===== config.mk =====
export PLATFORM = sky130hd
export DESIGN_NAME = asic_cfg_loader
export DESIGN_NICKNAME = d
export VERILOG_FILES = /design/src/rtl/asic_cfg_loader.sv
export SDC_FILE = /design/constraint.sdc
export NUM_CORES = 1
export LEC_CHECK = 0
export ABC_CLOCK_PERIOD_IN_PS = 3750
export CAP_MARGIN = 20
export CORE_ASPECT_RATIO = 1.5
export CORE_MARGIN = 4
export CORE_UTILIZATION = 35
export DETAILED_ROUTE_END_ITERATION = 10
export PLACE_DENSITY_LB_ADDON = 0.05
export SLEW_MARGIN = 5
export SYNTH_ARGS = -nofsm -noshare
export SYNTH_HDL_FRONTEND = slang
export SYNTH_SLANG_ARGS = --single-unit

===== constraint.sdc =====
create_clock -name CLK -period 3.75 [get_ports CLK]
set_input_delay 0.375 -clock CLK [delete_from_list [all_inputs] [get_ports CLK]]
set_output_delay 0.375 -clock CLK [all_outputs]
set_load 0.02 [all_outputs]

===== src/rtl/asic_cfg_loader.sv =====
// ---------------------------------------------------------------------------
// asic_cfg_loader
//
// Serial configuration loader for the ASIC bridge. After reset it waits at
// least N_IDLE cycles, then on a synchronised host go level it latches a
// dynamic word and a static word and shifts them out MSB first: the dynamic
// word with SEL=1, a quiet gap, then the static word with SEL=0. SCLK is
// derived from CLK (CLK_DIV cycles per half-period), so the whole block runs
// in one clock domain.
//
// Ports
//   CLK         system clock, rising edge
//   RST_N       asynchronous active-low reset
//   flag_input  asynchronous host go level (2-flop synchronised internally)
//   din_word    dynamic word, latched when the load starts
//   stat_word   static word, latched when the load starts
//   SEL         1 = dynamic register, 0 = static register
//   MOSI        serial data
//   SCLK        serial clock, idles low
//   BUSY        high while shifting or in the gap
//   DONE        high once the load has finished
//
// Optional feature, macro ASIC_CFG_LOADER_DYN_RELOAD_EN:
//   a 0->1 edge on the synchronised go level while in DONE re-latches
//   din_word and resends only the dynamic word, then returns to DONE.
// ---------------------------------------------------------------------------
module asic_cfg_loader #(
    parameter int DYN_W   = 16,
    parameter int STAT_W  = 88,
    parameter int N_IDLE  = 200,
    parameter int CLK_DIV = 4,
    parameter int GAP_CYC = 8
) (
    input  logic              CLK,
    input  logic              RST_N,
    input  logic              flag_input,
    input  logic [DYN_W-1:0]  din_word,
    input  logic [STAT_W-1:0] stat_word,
    output logic              SEL,
    output logic              MOSI,
    output logic              SCLK,
    output logic              BUSY,
    output logic              DONE
);

    localparam int IDLE_W = $clog2(N_IDLE + 1);
    localparam int DBIT_W = $clog2(DYN_W + 1);
    localparam int SBIT_W = $clog2(STAT_W + 1);
    localparam int HALF_W = $clog2(CLK_DIV + 1);
    localparam int GAP_W  = $clog2(GAP_CYC + 1);

    localparam logic [IDLE_W-1:0] IDLE_MAX  = IDLE_W'(N_IDLE);
    localparam logic [DBIT_W-1:0] DBIT_LAST = DBIT_W'(DYN_W - 1);
    localparam logic [SBIT_W-1:0] SBIT_LAST = SBIT_W'(STAT_W - 1);
    localparam logic [HALF_W-1:0] HALF_LAST = HALF_W'(CLK_DIV - 1);
    localparam logic [GAP_W-1:0]  GAP_LAST  = GAP_W'(GAP_CYC - 1);

    typedef enum logic [2:0] {
        S_IDLE,
        S_DYN,
        S_GAP,
        S_STAT,
        S_DONE
    } state_e;

    state_e              state_q, state_d;
    logic                sync1_q, flag_sync_q;
    logic [IDLE_W-1:0]   idle_cnt_q, idle_cnt_d;
    logic [HALF_W-1:0]   half_cnt_q, half_cnt_d;
    logic [DBIT_W-1:0]   dyn_bcnt_q, dyn_bcnt_d;
    logic [SBIT_W-1:0]   stat_bcnt_q, stat_bcnt_d;
    logic [GAP_W-1:0]    gap_cnt_q, gap_cnt_d;
    logic [DYN_W-1:0]    dyn_sr_q, dyn_sr_d;
    logic [STAT_W-1:0]   stat_sr_q, stat_sr_d;
    logic                sel_q, mosi_q, sclk_q, busy_q, done_q;
    logic                sel_d, mosi_d, sclk_d, busy_d, done_d;
`ifdef ASIC_CFG_LOADER_DYN_RELOAD_EN
    logic                flag_prev_q;
    logic                reload_q, reload_d;
`endif

    // NOTE: every flop, shift registers included, is a plain register (not a
    // memory array), so all of them take the asynchronous reset.
    always_ff @(posedge CLK or negedge RST_N) begin
        if (!RST_N) begin
            state_q     <= S_IDLE;
            sync1_q     <= 1'b0;
            flag_sync_q <= 1'b0;
            idle_cnt_q  <= '0;
            half_cnt_q  <= '0;
            dyn_bcnt_q  <= '0;
            stat_bcnt_q <= '0;
            gap_cnt_q   <= '0;
            dyn_sr_q    <= '0;
            stat_sr_q   <= '0;
            sel_q       <= 1'b0;
            mosi_q      <= 1'b0;
            sclk_q      <= 1'b0;
            busy_q      <= 1'b0;
            done_q      <= 1'b0;
`ifdef ASIC_CFG_LOADER_DYN_RELOAD_EN
            flag_prev_q <= 1'b0;
            reload_q    <= 1'b0;
`endif
        end else begin
            // NOTE: non-blocking assignments so every flop samples the values
            // from before this edge; the synchroniser depends on it.
            state_q     <= state_d;
            sync1_q     <= flag_input;
            flag_sync_q <= sync1_q;
            idle_cnt_q  <= idle_cnt_d;
            half_cnt_q  <= half_cnt_d;
            dyn_bcnt_q  <= dyn_bcnt_d;
            stat_bcnt_q <= stat_bcnt_d;
            gap_cnt_q   <= gap_cnt_d;
            dyn_sr_q    <= dyn_sr_d;
            stat_sr_q   <= stat_sr_d;
            sel_q       <= sel_d;
            mosi_q      <= mosi_d;
            sclk_q      <= sclk_d;
            busy_q      <= busy_d;
            done_q      <= done_d;
`ifdef ASIC_CFG_LOADER_DYN_RELOAD_EN
            flag_prev_q <= flag_sync_q;
            reload_q    <= reload_d;
`endif
        end
    end

    // Next-state logic. Counters return to zero at the end of each phase so
    // every phase starts from a clean count.
    always_comb begin
        // NOTE: every variable gets a default first so no path infers a latch.
        state_d     = state_q;
        idle_cnt_d  = idle_cnt_q;
        half_cnt_d  = half_cnt_q;
        dyn_bcnt_d  = dyn_bcnt_q;
        stat_bcnt_d = stat_bcnt_q;
        gap_cnt_d   = gap_cnt_q;
        dyn_sr_d    = dyn_sr_q;
        stat_sr_d   = stat_sr_q;
        sclk_d      = 1'b0;
`ifdef ASIC_CFG_LOADER_DYN_RELOAD_EN
        reload_d    = reload_q;
`endif
        case (state_q)
            S_IDLE: begin
                if (idle_cnt_q != IDLE_MAX) idle_cnt_d = idle_cnt_q + 1'b1;
                if (idle_cnt_q == IDLE_MAX && flag_sync_q) begin
                    dyn_sr_d  = din_word;
                    stat_sr_d = stat_word;
                    state_d   = S_DYN;
                end
            end
            S_DYN: begin
                sclk_d     = sclk_q;
                half_cnt_d = half_cnt_q + 1'b1;
                if (half_cnt_q == HALF_LAST) begin
                    half_cnt_d = '0;
                    sclk_d     = ~sclk_q;
                    // Falling SCLK: the next bit goes out in the same cycle.
                    if (sclk_q) begin
                        dyn_sr_d   = dyn_sr_q << 1;
                        dyn_bcnt_d = dyn_bcnt_q + 1'b1;
                        if (dyn_bcnt_q == DBIT_LAST) begin
                            dyn_bcnt_d = '0;
`ifdef ASIC_CFG_LOADER_DYN_RELOAD_EN
                            state_d = reload_q ? S_DONE : S_GAP;
`else
                            state_d = S_GAP;
`endif
                        end
                    end
                end
            end
            S_GAP: begin
                gap_cnt_d = gap_cnt_q + 1'b1;
                if (gap_cnt_q == GAP_LAST) begin
                    gap_cnt_d = '0;
                    state_d   = S_STAT;
                end
            end
            S_STAT: begin
                sclk_d     = sclk_q;
                half_cnt_d = half_cnt_q + 1'b1;
                if (half_cnt_q == HALF_LAST) begin
                    half_cnt_d = '0;
                    sclk_d     = ~sclk_q;
                    if (sclk_q) begin
                        stat_sr_d   = stat_sr_q << 1;
                        stat_bcnt_d = stat_bcnt_q + 1'b1;
                        if (stat_bcnt_q == SBIT_LAST) begin
                            stat_bcnt_d = '0;
                            state_d     = S_DONE;
                        end
                    end
                end
            end
            S_DONE: begin
`ifdef ASIC_CFG_LOADER_DYN_RELOAD_EN
                if (flag_sync_q && !flag_prev_q) begin
                    dyn_sr_d = din_word;
                    reload_d = 1'b1;
                    state_d  = S_DYN;
                end
`endif
            end
            default: state_d = S_IDLE;
        endcase
    end

    // Outputs are decoded from the next state and registered, so they change
    // on the same edge as the state they describe.
    always_comb begin
        sel_d  = 1'b0;
        mosi_d = 1'b0;
        busy_d = 1'b0;
        done_d = 1'b0;
        case (state_d)
            S_DYN: begin
                sel_d  = 1'b1;
                busy_d = 1'b1;
                mosi_d = dyn_sr_d[DYN_W-1];
            end
            S_GAP:  busy_d = 1'b1;
            S_STAT: begin
                busy_d = 1'b1;
                mosi_d = stat_sr_d[STAT_W-1];
            end
            S_DONE: begin
                sel_d  = 1'b1;
                done_d = 1'b1;
            end
            default: ;
        endcase
    end

    assign SEL  = sel_q;
    assign MOSI = mosi_q;
    assign SCLK = sclk_q;
    assign BUSY = busy_q;
    assign DONE = done_q;

endmodule


==> flow_summary_export.csv <==
group,metric,value,unit
cells_and_area,n_antenna_cell,0,
logic_synthesis,synth-seq-cells,141,
power_and_ir_drop,switching_power,0.0006974,W
logic_synthesis,syn_area,6110,µm²
cts,cts_sinks,141,
logic_synthesis,yosys_warnings,0,
logic_synthesis,synthMuxAreaShare,1.106,%
placed_design,pre_cts_slack,907.2,ps
logic_synthesis,synth_compound_area_share,17.57,%
die,die_h,169.8,µm
placed_design,dpl.hpwl,9364,µm
power_and_ir_drop,pwr-share-comb,4.2,%
setup_path,cp_max_fo,90,
logic_synthesis,yosys.area_share.simple,17.26,%
drt,drt_iter0_drc,294,
run_status,outcome,"completed",
drt,firstDrtPassIters,4,
cts,cts_resized,0,
placed_design,dpl-instance-area,7358,µm²
worst_hold_path,min_from,"sync1_q$_DFF_PN0_",
sta,setup_slack,1484,ps
cells_and_area,design_area,8094,µm²
cells_and_area,area_growth,32.48,%
sta,rsz0062_at_grt,"no",
worst_hold_path,hp-class,"reg -> reg",
setup_path,worstPathRequired,4100,ps
global_route,grt_pass1_wl,24310,µm
sta,finalClockSkew,9.709,ps
global_route,grt_pass1_vias,4920,
global_route,grt.overflow.total,0,
sta,layout_min_cycle_time,2266,ps
sta,finalSetupViolations,0,
cts,clk_latency,410,ps
cells_and_area,utilization,47.66,%
global_route,grt_max_degree,103,
die,start_util,35.98,%
cts,clock_path_buffers,2,
logic_synthesis,synth_top_family_by_area,"compound AO/OA/AOI/OAI gates",
sta,min_period_over_period,60.43,%
cts,clk_pin_slew,60,ps
drt,ant_nets,0,
logic_synthesis,syn_area_per_cell,10.37,µm²
logic_synthesis,synth_cells,589,
logic_synthesis,yosysUniqueCellTypes,43,
die,die_x,115.9,µm
power_and_ir_drop,cellLeakagePower,3.655,nW
power_and_ir_drop,finalPower,0.003569,W
drt,routedWlPerCell,15.82,µm
setup_path,end_kind,"register",
cts,cts_root_buf,"clkbuf_16",
setup_path,critPathLaunch,"idle_cnt_q[0]$_DFFE_PN0P_",
die,rows,58,
drt,vias,4654,
die,core_area,16980,µm²
drt,finalWirelength,14490,µm
power_and_ir_drop,p_sw_share,19.54,%
logic_synthesis,ys_top_cells_by_area,"dfrtp_1 58%, nand2_1 12%, a22oi_1 11%",
run,drv_cap,0,
sta,relSlewSlack,37.38,%
logic_synthesis,synth_nets,702,
placed_design,gp_congestion,0.7598,
cells_and_area,final_nets,806,
setup_path,r2r-start,"idle_cnt_q[0]$_DFFE_PN0P_",
cells_and_area,fill_cells,1615,
power_and_ir_drop,p_int,0.002871,W
die,die_area,19680,µm²
sta,worst_slew_pin_slew,939.3,ps
setup_path,arrival,2620,ps
cts,cts_tree,"yes",
sta,setup_tns,0,ps
logic_synthesis,yosys.area_share.adder,1.229,%
die,io_pins,112,
placed_design,port_buffers,111,
power_and_ir_drop,peakVddDrop,0.2450,mV
logic_synthesis,synth_top_area_cell,"dfrtp_1",
global_route,grt_usage,15.62,%
logic_synthesis,ys_seq_area_share,57.75,%
power_and_ir_drop,clkPwrFrac,53.1,%
setup_path,crit_type,"reg -> reg",
power_and_ir_drop,p_per_area,440.9,nW/µm²
logic_synthesis,yosysTopAreaCellShare,57.75,%
global_route,antenna_found_initial,0,
drt,drc,0,
power_and_ir_drop,seq_power_share,42.7,%
sta,slew_violations,0,
sta,finalHoldViolCount,0,
cts,cts_max_level,4,
setup_path,critPathLaunchType,"register",
cts,cts-buffers-inserted,17,
drt,via_per_inst,5.081,
cells_and_area,drive_gt1_share,7.507,%
sta,clock.fmax,441.2,MHz
logic_synthesis,synth_xor_area_share,1.720,%
==> through the flow <==
stage	std cells	hold slack (ps)
6_report	916	350.1
5_1_grt	916	364.9
3_5_place_dp	881	340.2
2_1_floorplan	589	79.41
4_1_cts	914	352.8
3_3_place_gp	881	339.3
==> timing repair <==
item                      CTS  global route
hold endpoints to repair    9             0
setup buffers               0             0
hold buffers                1             0
==> cell families after synthesis <==
| kind of cell | count (synthesis) |
|---|---|
| AND/OR/NAND/NOR | 241 |
| AO/OA/AOI/OAI | 142 |
| flip-flops | 141 |
| buffers and inverters | 41 |
| XOR/XNOR | 12 |
| multiplexers | 6 |
| adder cells (fa/ha/maj) | 6 |
==> worst max-delay path, cell delays in order (launching register included) <==
cell	delay, ps
dfrtp_1	410
inv_1	120
ha_1	210
nand4b_4	140
nor4b_4	360
buf_4	300
buf_16	330
a22o_1	200
a21o_1	90
==> cell usage in the layout, fill, tap and decap left out, types with 3 or more instances in the layout <==
master,count
nand2_1,190
dfrtp_1,141
clkdlybuf4s50_1,110
a22oi_1,86
a22o_1,18
clkbuf_16,17
a21o_1,16
nor2_1,11
xnor2_1,9
nand2b_1,8
o21ai_0,8
inv_1,7
nand4_1,7
mux2_2,6
ha_1,6
bufinv_16,6
nand3_1,4
clkinvlp_4,4
buf_4,4
nor2b_1,3
nor3_1,3
a31oi_1,3
o22ai_1,3
xor2_1,3
==> layout make-up <==
type                    count  area, µm²  area share (%)
inverters                   7      26.28          0.3246
repair buffers            119       1227           15.16
clock buffers              18      429.2           5.302
clock inverters            14      241.5           2.983
multi-input cells         407       2379           29.39
well taps                 210      262.8           3.246
flip-flops and latches    141       3528           43.59
==> per-layer routing <==
metal | track usage, % | wire length (µm) | share of wire (%) | up-vias
met5 | 0 | 0 | 0 | -
met1 | 19.28 | 6074 | 42 | 2274
met3 | 4.838 | 721 | 5.0 | 17
met4 | 5.704 | 204 | 1.4 | 0
met2 | 25.66 | 7486 | 52 | 94
li1 | - | - | - | 2269
==> power by group through the flow <==
stage	logic, W	registers (W)	clock network [W]
3_5_place_dp	0.000154	0.00155	0
5_1_grt	0.000163	0.00152	0.00202
3_3_place_gp	0.000153	0.00155	0
6_report	0.000150	0.00152	0.00190
4_1_cts	0.000155	0.00152	0.00195
2_1_floorplan	0.000000189	0.00155	0
==> cells in the mapped netlist, drive strengths merged <==
master and number:
mux2 6, nand2b 8, a221oi 2, o31ai 1, o22ai 3, nor2b 3
nand4 7, or4 1, o21a 1, and4b 1, a21o 16, nand3 4
a21boi 1, nand2 190, o21ai 9, a22oi 86, nand4b 1, a32oi 1
o31a 1, nor2 13, nor3b 2, ha 6, a22o 18, and2b 1
xnor2 9, a31oi 3, nor4b 1, clkbuf 4, inv 7, dfrtp 141
xor2 3, nor3 4, and3 2, and2 3, buf 30
==> final timing paths <==
kind,cells after the start,slack (ps),endpoint
max,8,1480,dyn_sr_q[8]$_DFFE_PN0P_
min,0,350,flag_sync_q$_DFF_PN0_
max reg2reg,8,1480,dyn_sr_q[8]$_DFFE_PN0P_
min reg2reg,0,350,flag_sync_q$_DFF_PN0_
max in group asynchronous,3,2390,stat_sr_q[26]$_DFFE_PN0P_
min in group asynchronous,2,530,idle_cnt_q[7]$_DFFE_PN0P_
==> registers in the layout (all words and copies together), names as in the netlist <==
| signal | count |
|---|---|
| stat_sr_q | 88 |
| dyn_sr_q | 16 |
| idle_cnt_q | 8 |
| stat_bcnt_q | 7 |
| dyn_bcnt_q | 5 |
| gap_cnt_q | 4 |
| half_cnt_q | 3 |
| state_q | 3 |
| BUSY | 1 |
| DONE | 1 |
| MOSI | 1 |
| SCLK | 1 |
| SEL | 1 |
| flag_sync_q | 1 |
| sync1_q | 1 |
Power figures use the tool's default switching activity.
